[config.mk]
export PLATFORM = sky130hd
export DESIGN_NAME = gpio_cfg_loader
export DESIGN_NICKNAME = d
export VERILOG_FILES = /design/src/rtl/gpio_cfg_loader.sv
export SDC_FILE = /design/constraint.sdc
export NUM_CORES = 1
export LEC_CHECK = 0
export CAP_MARGIN = 10
export CORE_ASPECT_RATIO = 1.2
export CORE_MARGIN = 10
export CORE_UTILIZATION = 55
export DETAILED_ROUTE_END_ITERATION = 6
export GPL_ROUTABILITY_DRIVEN = 0
export HOLD_SLACK_MARGIN = 0.12
export PLACE_DENSITY = 0.88
export SLEW_MARGIN = 40
export SYNTH_ARGS = -nofsm -noshare
export SYNTH_HDL_FRONTEND = slang
export SYNTH_SLANG_ARGS = --single-unit
[constraint.sdc]
create_clock -name wb_clk_i -period 7.2 [get_ports wb_clk_i]
set_input_delay 1.44 -clock wb_clk_i [delete_from_list [all_inputs] [get_ports wb_clk_i]]
set_output_delay 1.44 -clock wb_clk_i [all_outputs]
set_load 0.05 [all_outputs]
[src/rtl/gpio_cfg_loader.sv]
// gpio_cfg_loader: loads per-pad configuration words into the two GPIO pad
// control shift chains (area1/area2, shifted in parallel), then strobes a
// load so all pads apply their new settings together.
//
// Optional feature: define GPIO_CFG_AUTOLOAD_EN to start one load sequence
// automatically on the first cycle after reset is released.
//
// state   | meaning
// --------+------------------------------------------------------------
// S_IDLE  | waiting for start; outputs at rest
// S_CLR   | serial_resetn low for 2*CLK_DIV cycles, then latch first word
// S_SHIFT | one bit per 2*CLK_DIV cycles, farthest pad first, MSB first
// S_LOAD  | serial_load high for 2*CLK_DIV cycles, then done pulse
//
// NUM_PADS must be at least 2 so that cfg_idx has a non-zero width.
module gpio_cfg_loader #(
  parameter int NUM_PADS = 19,
  parameter int CFG_BITS = 13,
  parameter int CLK_DIV  = 4
) (
  input  logic                        wb_clk_i,
  input  logic                        wb_rst_i,
  input  logic                        start,
  output logic                        busy,
  output logic                        done,
  output logic [$clog2(NUM_PADS)-1:0] cfg_idx,
  input  logic [CFG_BITS-1:0]         cfg_data_1,
  input  logic [CFG_BITS-1:0]         cfg_data_2,
  output logic                        serial_clock,
  output logic                        serial_load,
  output logic                        serial_resetn,
  output logic                        serial_data_1,
  output logic                        serial_data_2
);

  localparam int IW = $clog2(NUM_PADS);
  localparam int BW = (CFG_BITS > 1) ? $clog2(CFG_BITS) : 1;
  localparam logic [IW-1:0] LAST_PAD = IW'(NUM_PADS - 1);
  localparam logic [BW-1:0] LAST_BIT = BW'(CFG_BITS - 1);
  localparam logic [7:0]    PH_INIT  = 8'(CLK_DIV - 1);

  typedef enum logic [1:0] {S_IDLE, S_CLR, S_SHIFT, S_LOAD} state_t;

  state_t              state_q;
  logic [7:0]          ph_q;
  logic                half_q;
  logic [BW-1:0]       bit_q;
  logic [IW-1:0]       pad_q;
  logic [IW-1:0]       idx_q;
  logic [CFG_BITS-1:0] sr1_q, sr2_q;
  logic                busy_q, done_q, sclk_q, load_q, resetn_q, sd1_q, sd2_q;

  logic                go_d;
  logic                half_end_d;
  logic [IW-1:0]       idx_dec_d;
  logic [CFG_BITS-1:0] sh1_d, sh2_d;

`ifdef GPIO_CFG_AUTOLOAD_EN
  logic auto_q;

  // One-shot request on the first cycle out of reset.
  always_ff @(posedge wb_clk_i) begin
    if (wb_rst_i) auto_q <= 1'b1;
    else          auto_q <= 1'b0;
  end

  assign go_d = start | auto_q;
`else
  assign go_d = start;
`endif

  assign half_end_d = (ph_q == 8'd0) && half_q;
  assign idx_dec_d  = (idx_q == '0) ? '0 : idx_q - 1'b1;
  assign sh1_d      = sr1_q << 1;
  assign sh2_d      = sr2_q << 1;

  // Sequencer: phase/bit/pad counters, shift registers and registered outputs.
  always_ff @(posedge wb_clk_i) begin
    if (wb_rst_i) begin
      state_q  <= S_IDLE;
      ph_q     <= 8'd0;
      half_q   <= 1'b0;
      bit_q    <= '0;
      pad_q    <= '0;
      idx_q    <= '0;
      busy_q   <= 1'b0;
      done_q   <= 1'b0;
      sclk_q   <= 1'b0;
      load_q   <= 1'b0;
      resetn_q <= 1'b1;
      sd1_q    <= 1'b0;
      sd2_q    <= 1'b0;
      // shift registers deliberately keep their contents
    end else begin
      done_q <= 1'b0;
      // every active state is built from half-periods of CLK_DIV cycles
      if (state_q != S_IDLE) begin
        if (ph_q != 8'd0) begin
          ph_q <= ph_q - 8'd1;
        end else begin
          ph_q   <= PH_INIT;
          half_q <= ~half_q;
        end
      end
      case (state_q)
        S_IDLE: begin
          if (go_d) begin
            state_q  <= S_CLR;
            busy_q   <= 1'b1;
            idx_q    <= LAST_PAD;
            resetn_q <= 1'b0;
            ph_q     <= PH_INIT;
            half_q   <= 1'b0;
          end
        end
        S_CLR: begin
          if (half_end_d) begin
            state_q  <= S_SHIFT;
            resetn_q <= 1'b1;
            sr1_q    <= cfg_data_1;
            sr2_q    <= cfg_data_2;
            sd1_q    <= cfg_data_1[CFG_BITS-1];
            sd2_q    <= cfg_data_2[CFG_BITS-1];
            pad_q    <= LAST_PAD;
            bit_q    <= '0;
            idx_q    <= idx_dec_d;
          end
        end
        S_SHIFT: begin
          if (ph_q == 8'd0 && !half_q) begin
            sclk_q <= 1'b1;
          end else if (half_end_d) begin
            sclk_q <= 1'b0;
            if (bit_q == LAST_BIT) begin
              bit_q <= '0;
              if (pad_q == '0) begin
                state_q <= S_LOAD;
                sd1_q   <= 1'b0;
                sd2_q   <= 1'b0;
                load_q  <= 1'b1;
              end else begin
                pad_q <= pad_q - 1'b1;
                sr1_q <= cfg_data_1;
                sr2_q <= cfg_data_2;
                sd1_q <= cfg_data_1[CFG_BITS-1];
                sd2_q <= cfg_data_2[CFG_BITS-1];
                idx_q <= idx_dec_d;
              end
            end else begin
              bit_q <= bit_q + 1'b1;
              sr1_q <= sh1_d;
              sr2_q <= sh2_d;
              sd1_q <= sh1_d[CFG_BITS-1];
              sd2_q <= sh2_d[CFG_BITS-1];
            end
          end
        end
        S_LOAD: begin
          if (half_end_d) begin
            state_q <= S_IDLE;
            load_q  <= 1'b0;
            busy_q  <= 1'b0;
            done_q  <= 1'b1;
            idx_q   <= '0;
          end
        end
        default: state_q <= S_IDLE;
      endcase
    end
  end

  assign busy          = busy_q;
  assign done          = done_q;
  assign cfg_idx       = idx_q;
  assign serial_clock  = sclk_q;
  assign serial_load   = load_q;
  assign serial_resetn = resetn_q;
  assign serial_data_1 = sd1_q;
  assign serial_data_2 = sd2_q;

endmodule

## Word level (Yosys, flattened, before mapping)

Index checks and enable logic that the tools add are counted.

- Add/subtract/negate cells: 4
- Equal/unequal tests: 13
- Mux-type cells: 73
- Bitwise operators: 3
- Reductions and logical operators: 24

Operators by type and width:

| cell | number |
|---|---|
| $mux W12 | 10 |
| $mux W5 | 13 |
| $pmux W12 S2 | 2 |
| $mux W8 | 4 |
| $mux W1 | 24 |
| $pmux W5 S4 | 1 |
| $reduce_and A6 Y1 | 3 |
| $mux W4 | 4 |
| $ne A2 B2 Y1 const B | 8 |
| $mux W2 | 7 |
| $reduce_and A7 Y1 | 2 |
| $reduce_bool A2 Y1 | 6 |
| $logic_not A5 Y1 | 2 |
| $pmux W1 S2 | 5 |
| $pmux W5 S2 | 1 |
| $sub A5 B1 Y5 const B | 2 |
| $logic_not A8 Y1 | 1 |
| $pmux W2 S4 | 1 |
| $pmux W4 S2 | 1 |
| $reduce_bool A8 Y1 | 1 |
| $sub A8 B1 Y8 const B | 1 |
| $reduce_and A3 Y1 | 2 |
| $add A4 B1 Y4 const B | 1 |
| $eq A2 B2 Y1 const B | 2 |
| other kinds (10) | 13 |

- Register bits: 56
- Output and inout bits: 12
- Logic and storage cells: 132

## Depth between registers and ports, before layout

- Depth after elaboration: 7
- Gate-level depth with buffers: 9
- Depth with buffers taken out: 9

## Worst setup path before layout

OpenSTA, ideal clock, no wires.

- Path kind: register to register
- Start: register ph_q[0]
- End: register sr1_q[0], enable pin
- Library setup time: 379 ps
- Data arrival time: 2424 ps
- Slack: 4398 ps
- Stages on the path, launching flop included: 10
- Period minus slack after synthesis: 2802 ps
- Cells stage by stage: dfxtp_1 > inv_1 > ha_1 > nor4b_1 > and2_1 > ha_1 > a21boi_1 > o21ai_1 > a311o_1 > inv_1

- Longest elaborated chain between the ends: 4
- Elaborated cells between the ends (all ways): 7

Ends and longest elaborated chain:

| item | line | RTL |
|---|---|---|
| start, declared | 45 | `logic [7:0] ph_q;` |
| start signal, assigned | 99 | `ph_q <= ph_q - 8'd1;` |
| $logic_not A8 Y1 * | 72 | `assign half_end_d = (ph_q == 8'd0) && half_q;` |
| $logic_and A1 B1 Y1 * | 72 |  |
| net half_end_d | 54 | `logic half_end_d;` |
| $ne A2 B2 Y1 (no source line) | -- |  |
| $reduce_and A6 Y1 (no source line) * | -- |  |
| end signal, assigned | 120 | `sr1_q <= cfg_data_1;` |
| end signal, assigned | 143 | `sr1_q <= cfg_data_1;` |
| end, declared | 50 | `logic [CFG_BITS-1:0] sr1_q, sr2_q;` |

Mark *: on every way through the listed nets, which the timed path passes. The rest lies on a longest branch.
A chain may end at the register's enable or synchronous reset.

## Final worst setup path

- Start: register ph_q[0]
- End: register sr1_q[2], enable pin

The elaborated chain is that of the path after synthesis.

==> impl_metrics.json <==
{
  "status": "finished, final reports clean",
  "cp-end-kind": "flop",
  "yosysTopAreaCellShare": 0.2509,
  "hpwl_um": 4502,
  "synth_edf_count": 24,
  "finClkSkew_ps": 6.329,
  "cts_buffers": 5,
  "synth_area_leaders": "edfxtp_1 (25%), dfxtp_1 (22%), mux2_2 (8.6%)",
  "synth_commonest_cells": "dfxtp_1 (32), edfxtp_1 (24), mux2_2 (22), a21oi_1 (20), inv_1 (18)",
  "max-clock-path-buffers": 2,
  "yosys_warnings": 0,
  "fillCellCount": 376,
  "grt_pass1_wl_um": 9811,
  "drtAntennaViolNets": 0,
  "grt-ovfl-total": 0,
  "synth_area_mm2": 0.002873,
  "antenna_found_initial": 0,
  "fin_nets": 354,
  "drc": 0,
  "yosys.area_share.simple": 0.1742,
  "coreArea_mm2": 0.005010,
  "critical_path_class": "flop to flop",
  "hold-worst-slack_ps": 498.0,
  "cp.arrival_ps": 3260,
  "synthXorXnorAreaFrac": 0,
  "final_core_util": 0.6806,
  "hold_viol": 0,
  "cts.repair.resized": 0,
  "max_freq_mhz": 303.6,
  "portBuffers": 40,
  "synth_most_common_cell": "dfxtp_1",
  "root_buffer": "clkbuf_8",
  "startpoint_type": "flop",
  "rows": 28,
  "fp.dieW_um": 85.98,
  "cts_max_level": 2,
  "syn_nets": 317,
  "rsz0062_at_grt": "no",
  "netlist_instances": 274,
  "synth_fa_ha_area_frac": 0.06098,
  "yosysUniqueCellTypes": 59,
  "ios": 41,
  "synth_top_family_by_area": "simple AND/OR/NAND/NOR gates",
  "instances_no_fill": 372,
  "start_util": 0.5734,
  "antenna_cells": 0,
  "grt_pass1_vias": 2117,
  "cp_max_fo": 24,
  "clk_latency_ps": 310,
  "period_share": 0.4575,
  "post-synth-top-area-cell": "edfxtp_1",
  "tightestPinTransition_ps": 694.5,
  "relSlewSlack": 0.5342,
  "synth.avg_cell_area_um2": 10.48,
  "vias": 2191,
  "slew_violations": 0,
  "dp.cells": 364,
  "power_leakage_uw": 0.001213,
  "synth_ff_type": "dfxtp_1",
  "finalSetupViolations": 0,
  "postPlaceCellArea_mm2": 0.003313,
  "seq_area_frac_synth": 0.4739,
  "synthMuxAreaShare": 0.09713,
  "pwr_density_cell_mw_per_mm2": 356.2,
  "critPathRequiredTime_ps": 7170,
  "cts_tree": "built",
  "grt_max_degree": 29,
  "postLayoutCellArea_mm2": 0.003410,
  "async_reset_ff_frac": 0,
  "dieArea_mm2": 0.008526,
  "vdd_ir_drop_max_v": 0.0002281,
  "min_period_ps": 3294,
  "final.setup.tns_ps": 0,
  "wl_um": 5995,
  "synth_seq_cells": 56,
  "drive_above_1_share": 0.1410,
  "cts_hold_buf": 0,
  "drt-pass1-iter-count": 4,
  "drt-vias-per-instance": 5.890,
  "grt_usage": 0.1391,
  "postCtsSetupBuffers": 0,
  "clock_sinks": 56,
  "die_h_um": 99.17,
  "clk_pin_slew_ps": 100,
  "drt_iter0_markers": 140,
  "drv_cap": 0,
  "min_path_type": "flop to flop",
  "area_growth_syn_to_layout_pct": 18.68,
  "wl_per_cell_um": 16.12,
  "synth_compound_area_frac": 0.1529
}
[report_power, final]
| group | internal (uW) | switching, uW | leakage [uW] |
|---|---|---|---|
| sequential | 427 | 48.5 | 0.000481 |
| clock | 71.6 | 107 | 0.0000463 |
| combinational | 226 | 334 | 0.000686 |
[worst max-delay path, cell delays in order, from the launching register on]
cell and delay, ps:
dfxtp_1 350, inv_1 110, ha_1 200, nor4b_1 310
and2_1 250, ha_1 430, a21boi_1 270, o21ai_1 210
a311o_1 430, inv_2 390
[per-stage QoR]
stage	total power (uW)	setup WS [ps]
finish	1215	3906
global route	1295	3640
CTS	1221	3642
detailed placement	1037	3666
global placement	1016	3770
floorplan	895.6	4398
[worst paths after layout]
check | start | endpoint | slack (ps) | cells after the start
setup / recovery | ph_q[0] | sr1_q[2] | 3910 | 9
hold / removal | bit_q[0] | bit_q[0] | 500 | 2
setup reg to reg | ph_q[0] | sr1_q[2] | 3910 | 9
hold reg to reg | bit_q[0] | bit_q[0] | 500 | 2
[flip-flops by register name, summed over array words and instances, names as in the netlist]
| name | flops |
|---|---|
| serial_load | 1 |
| sr1_q | 12 |
| state_q | 2 |
| serial_clock | 1 |
| done | 1 |
| bit_q | 4 |
| sr2_q | 12 |
| ph_q | 8 |
| serial_data_2 | 1 |
| pad_q | 5 |
| half_q | 1 |
| cfg_idx | 5 |
| busy | 1 |
| serial_resetn | 1 |
| serial_data_1 | 1 |
[per-layer routing]
layer / part of all wire / GRT usage
met5: 0 / 0
met4: 0.013 / 0.06091
met3: 0.039 / 0.03184
met2: 0.55 / 0.2470
met1: 0.39 / 0.1529
[cell usage in the layout (no fill, tap or decap), types with 3 or more instances in the layout]
master,instances
a21oi_1,20
a31oi_1,3
and2_1,4
and3_1,3
clkbuf_8,5
clkdlybuf4s50_1,40
dfxtp_1,32
edfxtp_1,24
ha_1,14
inv_1,17
mux2_2,22
nand2_1,12
nand2b_1,8
nand3_1,5
nor2_1,15
nor3_1,13
nor4b_1,4
o21a_1,3
o21ai_0,9
o31ai_1,4
[cells by family after synthesis]
logic type                 Yosys count
AOI/OAI and AO/OA                   64
muxes                               25
DFF                                 56
and+or+nand+nor                     85
buffers and inverters               30
adders and majority gates           14
[layout make-up]
type                       count  area [um^2]  share of cell area
clock buffer                   5        68.82             0.02018
clock inverter                 3        27.53            0.008073
inverter                      18        67.56             0.01982
multi-input combinational    188         1394              0.4088
sequential                    56         1361              0.3993
tap                           60        75.07             0.02202
timing repair buffer          42        415.4              0.1218
(Power assumes the default switching activity.)
